**config.mk**
```make
export PLATFORM = sky130hd
export DESIGN_NAME = bp_fe_bp_update_queue
export DESIGN_NICKNAME = d
export VERILOG_FILES = /design/src/rtl/bp_fe_bp_update_queue.sv
export SDC_FILE = /design/constraint.sdc
export NUM_CORES = 1
export LEC_CHECK = 0
export CORE_ASPECT_RATIO = 0.7
export CORE_MARGIN = 4
export CORE_UTILIZATION = 61
export DETAILED_ROUTE_END_ITERATION = 10
export PLACE_DENSITY = 0.8
export SLEW_MARGIN = 20
export SYNTH_ARGS = -nofsm -noshare
export SYNTH_HDL_FRONTEND = slang
export SYNTH_SLANG_ARGS = --single-unit
```
**constraint.sdc**
```tcl
create_clock -name clk_i -period 4.6 [get_ports clk_i]
set_clock_uncertainty 0.2 [all_clocks]
set_input_delay 0.92 -clock clk_i [delete_from_list [all_inputs] [get_ports clk_i]]
set_output_delay 0.92 -clock clk_i [all_outputs]
set_load 0.03 [all_outputs]
```
**src/rtl/bp_fe_bp_update_queue.sv**
```systemverilog
// ============================================================================
// bp_fe_bp_update_queue
// ----------------------------------------------------------------------------
// In-order buffer between the front-end branch predictor read port and
// branch resolution. Every issued prediction (BHT index + predicted
// direction) is pushed into a small FIFO. When the oldest in-flight branch
// resolves, its entry is popped and compared against the real outcome. One
// cycle later the predictor update port (w_v_o / idx_w_o / correct_o)
// carries the result.
//
// Parameters:
//   bht_idx_width_p : BHT index width, must match the predictor
//   els_p           : FIFO depth, power of two and >= 2
//
// Ports:
//   clk_i          in   clock
//   reset_n_i      in   synchronous active-low reset
//   pred_v_i       in   enqueue request (prediction issued this cycle)
//   pred_idx_i     in   BHT index used for the prediction
//   pred_taken_i   in   predicted direction
//   pred_ready_o   out  queue can accept an enqueue (not full)
//   res_v_i        in   oldest in-flight branch resolved this cycle
//   res_taken_i    in   actual branch direction
//   flush_i        in   discard all in-flight entries
//   w_v_o          out  predictor update valid (one-cycle pulse)
//   idx_w_o        out  predictor update index
//   correct_o      out  stored prediction matched the actual outcome
//   count_o        out  current occupancy, 0..els_p
//   underflow_o    out  sticky: a resolve arrived while the queue was empty
//
// Optional feature (macro BP_UPDATE_QUEUE_STATS_EN):
//   resolved_cnt_o out  saturating count of update pulses
//   mispred_cnt_o  out  saturating count of update pulses with correct_o=0
// ============================================================================
module bp_fe_bp_update_queue #(
    parameter int bht_idx_width_p = 9,
    parameter int els_p           = 8,
    localparam int ptr_width_lp   = $clog2(els_p)
) (
    input  logic                       clk_i,
    input  logic                       reset_n_i,

    input  logic                       pred_v_i,
    input  logic [bht_idx_width_p-1:0] pred_idx_i,
    input  logic                       pred_taken_i,
    output logic                       pred_ready_o,

    input  logic                       res_v_i,
    input  logic                       res_taken_i,
    input  logic                       flush_i,

    output logic                       w_v_o,
    output logic [bht_idx_width_p-1:0] idx_w_o,
    output logic                       correct_o,

    output logic [ptr_width_lp:0]      count_o,
    output logic                       underflow_o
`ifdef BP_UPDATE_QUEUE_STATS_EN
    ,
    output logic [31:0]                resolved_cnt_o,
    output logic [31:0]                mispred_cnt_o
`endif
);

    // ------------------------------------------------------------------------
    // Constants sized to the pointer/count widths so every compare and
    // increment is width-exact.
    // ------------------------------------------------------------------------
    localparam logic [ptr_width_lp:0]   full_count_lp = (ptr_width_lp+1)'(els_p);
    localparam logic [ptr_width_lp:0]   count_one_lp  = (ptr_width_lp+1)'(1);
    localparam logic [ptr_width_lp-1:0] ptr_one_lp    = ptr_width_lp'(1);

    // One stored prediction.
    typedef struct packed {
        logic [bht_idx_width_p-1:0] idx;
        logic                       taken;
    } entry_s;

    // ------------------------------------------------------------------------
    // State
    // ------------------------------------------------------------------------
    entry_s                  mem [els_p];
    logic [ptr_width_lp-1:0] wptr;
    logic [ptr_width_lp-1:0] rptr;
    logic [ptr_width_lp:0]   count;
    logic [ptr_width_lp:0]   count_next;
    logic                    underflow;

    logic                    full;
    logic                    empty;
    logic                    enq;
    logic                    deq;
    logic                    underflow_set;
    entry_s                  head;

    // ------------------------------------------------------------------------
    // Status and handshake decode.
    // Ready depends only on the registered count, so a same-cycle resolve
    // never opens a slot for a same-cycle enqueue when full. Flush wins over
    // both enqueue and resolve, and a resolve that is swallowed by a flush
    // is not treated as an underflow.
    // ------------------------------------------------------------------------
    assign full          = (count == full_count_lp);
    assign empty         = (count == '0);
    assign pred_ready_o  = ~full;

    assign enq           = pred_v_i & ~full  & ~flush_i;
    assign deq           = res_v_i  & ~empty & ~flush_i;
    assign underflow_set = res_v_i  &  empty & ~flush_i;

    assign head          = mem[rptr];

    assign count_o       = count;
    assign underflow_o   = underflow;

    // ------------------------------------------------------------------------
    // Storage array. Contents are don't-care after reset, so it carries no
    // reset; the pointers alone decide what is valid.
    // ------------------------------------------------------------------------
    always_ff @(posedge clk_i) begin
        if (enq) begin
            mem[wptr] <= '{idx: pred_idx_i, taken: pred_taken_i};
        end
    end

    // ------------------------------------------------------------------------
    // Next occupancy. Simultaneous enqueue and dequeue leaves it unchanged.
    // ------------------------------------------------------------------------
    always_comb begin
        count_next = count;
        unique case ({enq, deq})
            2'b10:   count_next = count + count_one_lp;
            2'b01:   count_next = count - count_one_lp;
            default: count_next = count;
        endcase
    end

    // ------------------------------------------------------------------------
    // Pointers and occupancy. Pointers wrap for free since els_p is a power
    // of two. Flush returns everything to the empty state.
    // ------------------------------------------------------------------------
    always_ff @(posedge clk_i) begin
        if (!reset_n_i) begin
            wptr  <= '0;
            rptr  <= '0;
            count <= '0;
        end else if (flush_i) begin
            wptr  <= '0;
            rptr  <= '0;
            count <= '0;
        end else begin
            if (enq) begin
                wptr <= wptr + ptr_one_lp;
            end
            if (deq) begin
                rptr <= rptr + ptr_one_lp;
            end
            count <= count_next;
        end
    end

    // ------------------------------------------------------------------------
    // Predictor update port. One registered pulse per accepted resolve;
    // index and correctness hold their last value between pulses. An update
    // registered before a flush is still presented because flush only
    // gates new dequeues.
    // ------------------------------------------------------------------------
    always_ff @(posedge clk_i) begin
        if (!reset_n_i) begin
            w_v_o     <= 1'b0;
            idx_w_o   <= '0;
            correct_o <= 1'b0;
        end else begin
            w_v_o <= deq;
            if (deq) begin
                idx_w_o   <= head.idx;
                correct_o <= (head.taken == res_taken_i);
            end
        end
    end

    // ------------------------------------------------------------------------
    // Sticky underflow flag, cleared only by reset.
    // ------------------------------------------------------------------------
    always_ff @(posedge clk_i) begin
        if (!reset_n_i) begin
            underflow <= 1'b0;
        end else if (underflow_set) begin
            underflow <= 1'b1;
        end
    end

`ifdef BP_UPDATE_QUEUE_STATS_EN
    // ------------------------------------------------------------------------
    // Saturating statistics counters driven from the registered update
    // pulse. They ignore flush so they reflect lifetime activity.
    // ------------------------------------------------------------------------
    logic [31:0] resolved_cnt;
    logic [31:0] mispred_cnt;

    always_ff @(posedge clk_i) begin
        if (!reset_n_i) begin
            resolved_cnt <= '0;
            mispred_cnt  <= '0;
        end else if (w_v_o) begin
            if (resolved_cnt != 32'hFFFF_FFFF) begin
                resolved_cnt <= resolved_cnt + 32'd1;
            end
            if (!correct_o && (mispred_cnt != 32'hFFFF_FFFF)) begin
                mispred_cnt <= mispred_cnt + 32'd1;
            end
        end
    end

    assign resolved_cnt_o = resolved_cnt;
    assign mispred_cnt_o  = mispred_cnt;
`endif

endmodule

```
==> results.py <==
metrics = {
    "critical_path": {
        "critPathMaxStageDelay_ns": 0.48,
        "critPathCaptureType": "flop",
        "path_max_fanout": 24,
        "path_cells": "clkdlybuf4s50_1 -> nor2b_1 -> and2_4 -> ha_1 -> xor2_1 -> ha_1 -> a21oi_1 -> xor2_1 -> or3_1 -> a21oi_1",
        "required_ns": 4.69,
        "cp-start-kind": "primary input",
        "worstSetupPathType": "primary input to flop",
        "worstPathArrival_ns": 3.27,
        "cpMaxStageDelayCell": "clkdlybuf4s50_1",
    },
    "synthesis": {
        "synth_compound_area_share_pct": 3.84,
        "synth_top_family_by_area": "multiplexers",
        "synth_seq_area_share_pct": 71.2,
        "synth-seq-cells": 105,
        "synth_warnings": 0,
        "synth_edf_count": 80,
        "synth-adder-area-share_pct": 1.53,
        "synth_area_per_cell_um2": 17.6,
        "synth_mux_area_share_pct": 14.4,
        "yosys_most_used_dff": "edfxtp_1",
        "yosys.area_share.simple_pct": 5.55,
        "netlist_instances": 232,
        "synth-xor-area-share_pct": 1.50,
        "synth_fp_nets": 253,
        "synth_cell_types": 36,
        "ys_async_sr_fraction_pct": 0,
        "syn_area_um2": 4080,
    },
    "floorplanning": {
        "dieArea_um2": 8080,
        "initial_utilization_pct": 64.1,
        "coreArea_um2": 6370,
        "rows": 24,
        "dieWidth_um": 106,
        "die_height_um": 76.4,
        "ios": 33,
    },
    "pwr": {
        "power_frac_seq_pct": 64.0,
        "p_int_mw": 1.26,
        "power_frac_clock_pct": 31.7,
        "ir_drop_mv": 0.228,
        "p_sw_mw": 0.351,
        "p_comb_share_pct": 4.3,
        "p_sw_share_pct": 21.8,
        "power_leakage_nw": 1.50,
        "pwr_density_cell_nw_per_um2": 345,
    },
    "route": {
        "drt_pass1_iterations": 5,
        "drt_wl_total_mm": 7.18,
        "wl_per_cell_um": 19.5,
        "viasPerCell": 5.80,
        "drt_iter0_markers": 124,
        "drc": 0,
        "ant_nets": 0,
        "dr_total_vias": 2135,
    },
    "min_path": {
        "hold_path.class": "flop to flop",
    },
    "clock_network": {
        "ctsHtreeMaxLevel": 3,
        "ctsResizeCount": 0,
        "clock_latency_ns": 0.36,
        "cts.path.max_buffers": 2,
        "clock-root-buffer": "clkbuf_8",
        "hold_buffers": 0,
        "cts_tree": "built",
        "cts_setup_buffers": 0,
        "cts.sinks": 105,
        "path_clk_slew_ns": 0.09,
        "cts_buffers": 9,
    },
    "finish": {
        "post-route-util_pct": 73.4,
        "nNetsFinal": 293,
        "mostFrequentLayoutCell": "edfxtp_1",
        "final_cell_mix": "80 x edfxtp_1, 32 x clkdlybuf4s50_1, 25 x dfxtp_1",
        "drive_gt1_share_pct": 17.0,
        "area_delta_synth_final_pct": 14.5,
        "stdcell_area_um2": 4670,
        "fill_cells": 412,
        "diodes": 0,
    },
    "grt": {
        "antenna_found_initial": 0,
        "met1_usage_pct": 26.6,
        "met3_usage_pct": 6.27,
        "grt_pass1_vias": 2134,
        "use_met2_pct": 30.5,
        "busiest_layer": "met2",
        "grt_usage_pct": 19.3,
        "grt_max_degree": 25,
        "grt_pass1_wl_mm": 11.6,
        "grt.overflow.total": 0,
    },
    "placement": {
        "gp_congestion": 0.716,
        "dp.final_hpwl_mm": 4.63,
        "io_buffer_count": 32,
        "placed_cell_area_um2": 4490,
    },
    "sta": {
        "rsz0062_at_grt": "no",
        "max_clock_freq_mhz": 314,
        "finalHoldViolations": 0,
        "post-route-period-util_pct": 69.2,
        "setup_viol": 0,
        "maxSlewHeadroom_pct": 33.3,
        "worst_pin_slew_ns": 0.996,
        "report.final.slew_viol_count": 0,
        "period_minus_slack_ns": 3.18,
        "finalSetupTns_ns": 0,
    },
    "flow_run": {
        "cap_violations": 0,
    },
    "outcome": {
        "outcome": "completed",
    },
}
logic make-up (layout without fill, tap and decap cells):
family	count (synthesis)	in the layout
AO/OA/AOI/OAI	29	29
XOR/XNOR	7	7
adder cells (fa/ha/maj)	5	5
buffers and inverters	12	57
flip-flops	105	105
multiplexers	33	33
AND/OR/NAND/NOR	41	41
worst max-delay path, delay by kind of cell:
kind | cells | cell delay [ns]
AO/OA/AOI/OAI | 2 | 0.17
XOR/XNOR | 2 | 0.33
adder cells (fa/ha/maj) | 2 | 0.45
buffers and inverters | 1 | 0.48
AND/OR/NAND/NOR | 3 | 0.92
cells in the mapped netlist, types with 2 or more instances:
cell type / n / area share, %
o21ai_0: 2 / 0.25
nor3_1: 2 / 0.25
buf_6: 4 / 1.1
mux4_2: 19 / 10
clkbuf_1: 3 / 0.28
xnor2_1: 2 / 0.43
a21oi_1: 15 / 1.8
nand4b_1: 3 / 0.64
edfxtp_1: 80 / 59
nand2b_1: 5 / 0.77
nand3b_1: 2 / 0.37
mux2i_1: 12 / 2.9
buf_2: 3 / 0.37
xor2_1: 5 / 1.1
nand2_1: 4 / 0.37
ha_1: 5 / 1.5
dfxtp_1: 25 / 12
nor2_1: 15 / 1.4
o21ai_1: 8 / 0.98
nand3_1: 2 / 0.25
state kept, by name, indices dropped and copies added, names as in the netlist, named ones only:
signal and count:
mem 80, wptr 3, underflow_o 1, idx_w_o 9, rptr 3, correct_o 1
w_v_o 1, count_o 4
power groups by stage:
stage / logic, mW / registers, mW / clock network [mW]
after global routing: 0.0748 / 1.03 / 0.570
after CTS: 0.0696 / 1.03 / 0.524
after floorplan: 0.0278 / 1.06 / 0
final: 0.0694 / 1.03 / 0.512
after detailed placement: 0.0692 / 1.05 / 0
after global placement: 0.0670 / 1.05 / 0
area by class of cell:
cell class / count / area, µm² / share of cell area, %
Tap cell: 91 / 114 / 2.44
Clock buffer: 9 / 124 / 2.65
Multi-Input combinational cell: 115 / 1090 / 23.4
Clock inverter: 7 / 53.8 / 1.15
Inverter: 1 / 3.75 / 0.0804
Timing Repair Buffer: 40 / 380 / 8.14
Sequential cell: 105 / 2900 / 62.1
path summary, 6_finish.rpt:
path                                               from                       to  slack (ns)  cells past startpoint
worst max register to register  count_o[0]$_SDFFE_PP0P_  count_o[2]$_SDFFE_PP0P_        1.85                      9
worst max-delay path                            flush_i  count_o[2]$_SDFFE_PP0P_        1.42                     10
worst min-delay path               wptr[0]$_SDFFE_PP0P_     wptr[0]$_SDFFE_PP0P_        0.30                      2
worst min register to register     wptr[0]$_SDFFE_PP0P_     wptr[0]$_SDFFE_PP0P_        0.30                      2
routing by layer:
| layer | up-vias | share of wire (%) |
|---|---|---|
| li1 | 982 | - |
| met3 | 8 | 6.5 |
| met5 | - | 0 |
| met2 | 57 | 48 |
| met4 | 0 | 1.1 |
| met1 | 1088 | 44 |
per-stage QoR:
step,power [mW],hold slack (ns),setup WS (ns),instances
floorplan,1.09,0.262,1.68,232
global placement,1.12,0.247,1.10,352
detailed placement,1.12,0.265,1.03,352
CTS,1.63,0.295,1.42,368
global route,1.68,0.327,1.27,368
finish,1.61,0.297,1.42,368
No activity file was read; power rests on OpenSTA's default activity.
